**config.mk**
```make
export PLATFORM = sky130hd
export DESIGN_NAME = ddr4_cmd_decode
export DESIGN_NICKNAME = d
export VERILOG_FILES = /design/src/rtl/ddr4_cmd_pkg.sv /design/src/rtl/ddr4_cke_track.sv /design/src/rtl/ddr4_cmd_decode.sv
export SDC_FILE = /design/constraint.sdc
export NUM_CORES = 1
export LEC_CHECK = 0
export CORE_ASPECT_RATIO = 1.5
export CORE_UTILIZATION = 35
export CTS_CLUSTER_SIZE = 40
export DETAILED_ROUTE_END_ITERATION = 16
export PLACE_DENSITY = 0.7
export SLEW_MARGIN = 15
export SYNTH_ARGS = -nofsm -noshare
export SYNTH_HDL_FRONTEND = slang
export SYNTH_SLANG_ARGS = --single-unit
```
**constraint.sdc**
```tcl
create_clock -name clk -period 1.9 [get_ports clk]
set_input_delay 0.285 -clock clk [delete_from_list [all_inputs] [get_ports clk]]
set_output_delay 0.285 -clock clk [all_outputs]
set_load 0.02 [all_outputs]
```
**src/rtl/ddr4_cmd_pkg.sv**
```systemverilog
// ddr4_cmd_pkg
//   Shared definitions for the DDR4 command front end and the per-bank
//   timing FSM array that consumes its output.
//   - CMD_W / *_IDX : layout of the one-hot command vector
//   - OP_*          : {A16,A15,A14} opcodes seen when act_n=1
//   - pwr_state_t   : CKE power state (INIT/ACTIVE/PWRDN/SELFREF)
package ddr4_cmd_pkg;

  localparam int CMD_W = 19;

  localparam int ACT_IDX  = 18;
  localparam int BST_IDX  = 17;
  localparam int CFG_IDX  = 16;
  localparam int CKEH_IDX = 15;
  localparam int CKEL_IDX = 14;
  localparam int DPD_IDX  = 13;
  localparam int DPDX_IDX = 12;
  localparam int MRR_IDX  = 11;
  localparam int MRW_IDX  = 10;
  localparam int PD_IDX   = 9;
  localparam int PDX_IDX  = 8;
  localparam int PR_IDX   = 7;
  localparam int PRA_IDX  = 6;
  localparam int RD_IDX   = 5;
  localparam int RDA_IDX  = 4;
  localparam int REF_IDX  = 3;
  localparam int SRF_IDX  = 2;
  localparam int WR_IDX   = 1;
  localparam int WRA_IDX  = 0;

  localparam logic [2:0] OP_MRW = 3'b000;
  localparam logic [2:0] OP_REF = 3'b001;
  localparam logic [2:0] OP_PRE = 3'b010;
  localparam logic [2:0] OP_RFU = 3'b011;
  localparam logic [2:0] OP_WR  = 3'b100;
  localparam logic [2:0] OP_RD  = 3'b101;
  localparam logic [2:0] OP_ZQ  = 3'b110;
  localparam logic [2:0] OP_NOP = 3'b111;

  typedef enum logic [1:0] {
    INIT    = 2'd0,
    ACTIVE  = 2'd1,
    PWRDN   = 2'd2,
    SELFREF = 2'd3
  } pwr_state_t;

endpackage

```
**src/rtl/ddr4_cke_track.sv**
```systemverilog
// ddr4_cke_track
//   Registers CKE, detects its edges and runs the CKE power state machine.
//   Ports:
//     clk, reset_n     : command clock, async active-low reset
//     cke              : CKE pin
//     fall_to_selfref  : a REF is on the pins this cycle (picks SELFREF on CKE fall)
//     ckeh, ckel       : combinational rise/fall of cke against the registered copy
//     state            : registered power state
module ddr4_cke_track
  import ddr4_cmd_pkg::*;
(
  input  logic       clk,
  input  logic       reset_n,
  input  logic       cke,
  input  logic       fall_to_selfref,
  output logic       ckeh,
  output logic       ckel,
  output pwr_state_t state
);

  logic       cke_prev;
  pwr_state_t state_next;

  always_ff @(posedge clk or negedge reset_n) begin
    if (!reset_n) begin
      cke_prev <= 1'b0;
      state    <= INIT;
    end else begin
      cke_prev <= cke;
      state    <= state_next;
    end
  end

  assign ckeh = !cke_prev && cke;
  assign ckel = cke_prev && !cke;

  // A CKE fall can only happen from ACTIVE, since every other state is
  // entered or held with cke low; any rise brings the device back to ACTIVE.
  always_comb begin
    state_next = state;
    unique case (state)
      INIT:          if (ckeh) state_next = ACTIVE;
      ACTIVE:        if (ckel) state_next = fall_to_selfref ? SELFREF : PWRDN;
      PWRDN,
      SELFREF:       if (ckeh) state_next = ACTIVE;
      default:       state_next = INIT;
    endcase
  end

endmodule

```
**src/rtl/ddr4_cmd_decode.sv**
```systemverilog
// ddr4_cmd_decode
//   Samples the DDR4 command/address pins and produces a registered one-hot
//   command vector with aligned bank-group/bank/row/column fields.
//   Ports:
//     clk, reset_n            : command clock, async active-low reset
//     cke, cs_n, act_n        : control pins
//     bg, ba, a               : bank group, bank and address pins (A16..A14 = RAS/CAS/WE)
//     commands                : one-hot command vector (see ddr4_cmd_pkg indices)
//     bg_q, ba_q, row_q, col_q: address fields, updated only by bank-addressed commands
//     pwr_state               : CKE power state
//     err                     : sticky illegal-command flag, cleared by reset only
module ddr4_cmd_decode
  import ddr4_cmd_pkg::*;
#(
  parameter int BGWIDTH = 2,
  parameter int BAWIDTH = 2,
  parameter int AWIDTH  = 18
) (
  input  logic               clk,
  input  logic               reset_n,
  input  logic               cke,
  input  logic               cs_n,
  input  logic               act_n,
  input  logic [BGWIDTH-1:0] bg,
  input  logic [BAWIDTH-1:0] ba,
  input  logic [AWIDTH-1:0]  a,
  output logic [CMD_W-1:0]   commands,
  output logic [BGWIDTH-1:0] bg_q,
  output logic [BAWIDTH-1:0] ba_q,
  output logic [AWIDTH-1:0]  row_q,
  output logic [9:0]         col_q,
  output logic [1:0]         pwr_state,
  output logic               err
);

  logic       ckeh;
  logic       ckel;
  pwr_state_t state;

  logic [2:0]       op;
  logic [CMD_W-1:0] raw_cmd;
  logic             raw_rfu;
  logic             raw_quiet;
  logic [CMD_W-1:0] cmd_next;
  logic             err_set;
  logic             upd_bank;
  logic             upd_row;
  logic             upd_col;

  assign op = {a[16], a[15], a[14]};

  ddr4_cke_track u_cke_track (
    .clk             (clk),
    .reset_n         (reset_n),
    .cke             (cke),
    .fall_to_selfref (raw_cmd[REF_IDX]),
    .ckeh            (ckeh),
    .ckel            (ckel),
    .state           (state)
  );

  // Pin-level truth table, independent of power state. raw_quiet marks
  // DES/NOP, the only pin patterns allowed while CKE is low.
  always_comb begin
    raw_cmd   = '0;
    raw_rfu   = 1'b0;
    raw_quiet = cs_n;
    if (!cs_n) begin
      if (!act_n) begin
        raw_cmd[ACT_IDX] = 1'b1;
      end else begin
        unique case (op)
          OP_MRW:  raw_cmd[MRW_IDX] = 1'b1;
          OP_REF:  raw_cmd[REF_IDX] = 1'b1;
          OP_PRE:  raw_cmd[a[10] ? PRA_IDX : PR_IDX] = 1'b1;
          OP_WR:   raw_cmd[a[10] ? WRA_IDX : WR_IDX] = 1'b1;
          OP_RD:   raw_cmd[a[10] ? RDA_IDX : RD_IDX] = 1'b1;
          OP_ZQ:   raw_cmd[CFG_IDX] = 1'b1;
          OP_NOP:  raw_quiet = 1'b1;
          OP_RFU:  raw_rfu = 1'b1;
          default: raw_rfu = 1'b1;
        endcase
      end
    end
  end

  // Combine pin decode with the power state. A CKE fall converts REF into
  // self-refresh entry and DES/NOP into power-down entry; anything else on
  // the falling cycle is dropped and flagged. In INIT nothing is flagged.
  always_comb begin
    cmd_next           = '0;
    err_set            = 1'b0;
    cmd_next[CKEH_IDX] = ckeh;
    cmd_next[CKEL_IDX] = ckel;
    unique case (state)
      ACTIVE: begin
        if (ckel) begin
          if (raw_cmd[REF_IDX]) begin
            cmd_next[SRF_IDX] = 1'b1;
          end else if (raw_quiet) begin
            cmd_next[PD_IDX] = 1'b1;
          end else begin
            err_set = 1'b1;
          end
        end else begin
          cmd_next = cmd_next | raw_cmd;
          err_set  = raw_rfu;
        end
      end
      PWRDN: begin
        if (ckeh) begin
          cmd_next[PDX_IDX] = 1'b1;
        end else begin
          err_set = !raw_quiet;
        end
      end
      SELFREF: begin
        if (!ckeh) begin
          err_set = !raw_quiet;
        end
      end
      default: begin
      end
    endcase
  end

  assign upd_row  = cmd_next[ACT_IDX];
  assign upd_col  = cmd_next[RD_IDX] | cmd_next[RDA_IDX] |
                    cmd_next[WR_IDX] | cmd_next[WRA_IDX];
  assign upd_bank = upd_row | upd_col | cmd_next[PR_IDX];

  always_ff @(posedge clk or negedge reset_n) begin
    if (!reset_n) begin
      commands <= '0;
      bg_q     <= '0;
      ba_q     <= '0;
      row_q    <= '0;
      col_q    <= '0;
      err      <= 1'b0;
    end else begin
      commands <= cmd_next;
      err      <= err | err_set;
      if (upd_bank) begin
        bg_q <= bg;
        ba_q <= ba;
      end
      if (upd_row) row_q <= a;
      if (upd_col) col_q <= a[9:0];
    end
  end

  assign pwr_state = state;

endmodule

```
==> summary by stage <==
Synth
After synthesis, the cell types taking the most area are dfrtp_1 64%, mux2_2 18%, nor4_4 2.1%, buf_4 1.9%, nor3b_1 1.5%. The mean instance size in the synthesized netlist is approximately 15 um^2. The biggest area contributor in the post-synthesis netlist is dfrtp_1. During synthesis, Yosys emitted a total of 0 warnings. Summing every instance area after synthesis gives 1980 um^2. After synthesis, the netlist uses 28 different library cells. Summed over its instances, the top area cell type makes up about 64% of the synthesized netlist area. After synthesis the netlist holds a flip-flop and latch count of between 50 and 60. The part of the Yosys area used for sequential elements is between 60 and 70%. The instance count of the mapped netlist is between 100 and 150.

Global routing
The number of antenna violations at the first check in global routing is 0. In the global route stage, overall resource usage came out at about 15%. The number of global-route vias before repair is about 1400. The pin count of the biggest net entering global routing is between 50 and 60.

The first-pass GRT wire length is 6.83 mm. The total overflow left after global routing is 0.

Drt
The routed wire length per instance is approximately 14 um. For this block, the routed nets add up to roughly 4.2 mm of wire. The first detailed-routing pass ran for 4 iterations. For this run, design rule violations remaining after detail routing come to 0.

The detail route stage leaves a number of antenna-violating nets equal to 0. For this block, the initial DRC count from the detailed router was 54. The count of vias placed by the detailed router is roughly 1400. The per-cell via count in the routed design is around 4.7.

Timing
The total setup violations reported at the end of the flow is 0. The shortest clock period the worst path allows after layout is ~1.7 ns. The maximum clock rate is 0.597 GHz.

The clock tree skew after final layout is around 0.0057 ns. The total count of hold-check failures in the final report was 0. Setup repair after global routing left no endpoint under its margin. After layout, the worst setup slack is 0.224 ns. The final number of max-transition violations is 0. Final hold analysis gives a worst-case slack of between 0.5 and 0.6 ns. The post-route clock period utilization is around 90%.

Finish
The post-layout utilization of the core is between 50% and 60%. The total number of nets in the final design is 249. The most common cell after layout, fill and taps aside is clkdlybuf4s50_1. In the layout the commonest cells are 75 x clkdlybuf4s50_1, 51 x dfrtp_1, 32 x mux2_2, 12 x buf_4, 5 x clkbuf_8. The layout overhead on the synthesized area is 50.7%. The repair_antennas step left the layout with diodes totalling 0. The layout cell share with drive strength beyond 1 is about a quarter.

Power
The peak ir drop on the vdd network is between 0.6 and 0.7 mV. The leakage power figure is approximately 1.3 nW. The power density of the placed cells is ~1200 nW/um^2.

Clocking
After clock tree synthesis, the flow added hold-fix buffers numbering 1. The post-CTS repair timing setup buffer count is 0. The later pin in the worst-skew pair is clocked with a latency of roughly 0.29 ns. The total clock sinks is 51.

The clock tree root driver cell is clkbuf_8. The clock tree synthesis step divided the H-tree into 2 levels. The TritonCTS clock tree is built. The number of CTS-inserted buffers is 5. Clock-pin slew was measured on the worst setup and hold paths at around 0.09 ns. The maximum clock path buffer count is 2. Post-CTS repair changed the size of 0 cells.

Setup path
The worst setup path is launched from a flop. The worst register-to-register path ends at ba_q[0]. The slack of the worst reg-to-reg path is about 0.22 ns.

The critical path is of the reg2reg type. The critical path data arrival time is between 1.5 and 2 ns. At the worst endpoint, the required time is between 2 and 2.5 ns.

The kind of capture point of the worst setup path is a flop. Along the worst path, the maximum fanout reaches 7. The startpoint identified for the worst register-to-register timing path is u_cke_track.state[0].

Counting cells, the worst reg-to-reg path comes to 5.

Job
The max-capacitance violation count is 0.

Place
The post-placement worst setup slack is -0.0763 ns. During placement, the flow inserted port buffers numbering 76. The HPWL after detailed placement is ~3 mm. The congestion estimate from routability-driven global placement came to slightly below 0.8.

Status
The run finished with clean final reports.

Min path
The min-delay analysis places its worst path in the category reg2reg. In this run the most critical hold path is launched from row_q[3]. The path with the worst hold slack has its endpoint at row_q[3]. Along the worst hold path, the cell count comes to 1.

Die
The number of standard-cell rows in the floorplan is 33. The floorplan step set the die width to around 63 um. From bottom edge to top edge, the die measures 94.1 um. The I/O pin count is 81. The floorplan step defined a core boundary enclosing approximately 5500 um^2. For this configuration, the core starts out at a cell density of 36.3%. The die covers around 6000 um^2.
==> registers in the layout (all words and copies together), names as in the netlist <==
name,flops
bg_q,2
u_cke_track.cke_prev,1
u_cke_track.state,2
ba_q,2
commands,15
row_q,18
col_q,10
err,1
==> stage by stage <==
stage | instances | TNS [ns] | total power, W | instance area (um^2)
3_3_place_gp | 284 | -0.576 | 0.00305 | 2890
4_1_cts | 293 | 0 | 0.00368 | 2980
2_1_floorplan | 134 | 0 | 0.00227 | 1990
6_report | 293 | 0 | 0.00362 | 2980
5_1_grt | 293 | 0 | 0.00383 | 2980
3_5_place_dp | 284 | -0.870 | 0.00308 | 2890
==> critical path: stages (launching register included) <==
cell,delay (ns)
dfrtp_1,0.43
nand2b_1,0.26
nor3_1,0.25
o21ai_0,0.17
buf_4,0.19
mux2_2,0.27
==> synth_stat cells <==
library cell,number
buf_2,1
nor4_1,1
nor3b_1,4
dfrtp_1,51
buf_6,2
nand3b_1,1
o22a_1,1
inv_1,2
conb_1,1
a41o_1,1
a31oi_1,1
nor4_4,2
nand2b_1,2
o21ai_0,3
mux2_2,32
clkbuf_1,2
and3_1,1
nor2b_1,1
and4bb_2,1
buf_4,5
a32oi_1,1
nor4b_1,3
nand2_1,3
a22o_1,1
nand4b_1,1
nor3_1,3
nor2_1,3
nand3_1,1
==> cell type report <==
cell class                 count  area, um^2
clock buffer                   7        76.3
clock inverter                 1        5.00
fill                         492        2470
inverter                       2        7.51
multi-input combinational     71         634
sequential                    51        1280
tap                           70        87.6
timing repair buffer          91         896
==> cells by family after synthesis <==
logic type             Yosys count  synth area share, %
muxes                           32                 18.2
AOI/OAI and AO/OA                8                 2.91
DFF                             51                 64.5
buffers and inverters           12                 4.05
other                            1                0.189
and+or+nand+nor                 27                 10.2
==> worst max-delay path by stage <==
| stage | start | end | slack (ns) | cells past startpoint |
|---|---|---|---|---|
| detailed placement | act_n | ba_q[0] | -0.08 | 5 |
| CTS | act_n | ba_q[0] | 0.22 | 5 |
| floorplan | u_cke_track.state[1] | row_q[10] | 0.03 | 5 |
| finish | u_cke_track.state[0] | ba_q[0] | 0.22 | 5 |
| global route | u_cke_track.state[0] | ba_q[0] | 0.07 | 5 |
| global placement | act_n | ba_q[0] | -0.06 | 5 |
==> power breakdown <==
part	internal, W	leakage [nW]	switching, W
combinational	0.000810	0.584	0.000688
clock	0.000259	0.0422	0.000323
sequential	0.00139	0.638	0.000156
total	0.00246	1.26	0.00117
==> per-layer routing <==
layer	wire (um)	global-route usage, %	share of wire [%]	vias to the layer above
met5	0	0	0	-
met4	42	4.55	1.0	0
met3	180	4.00	4.3	5
met2	2360	28.2	56	43
met1	1610	16.6	38	685
li1	-	-	-	636
Power figures use the tool's default switching activity.
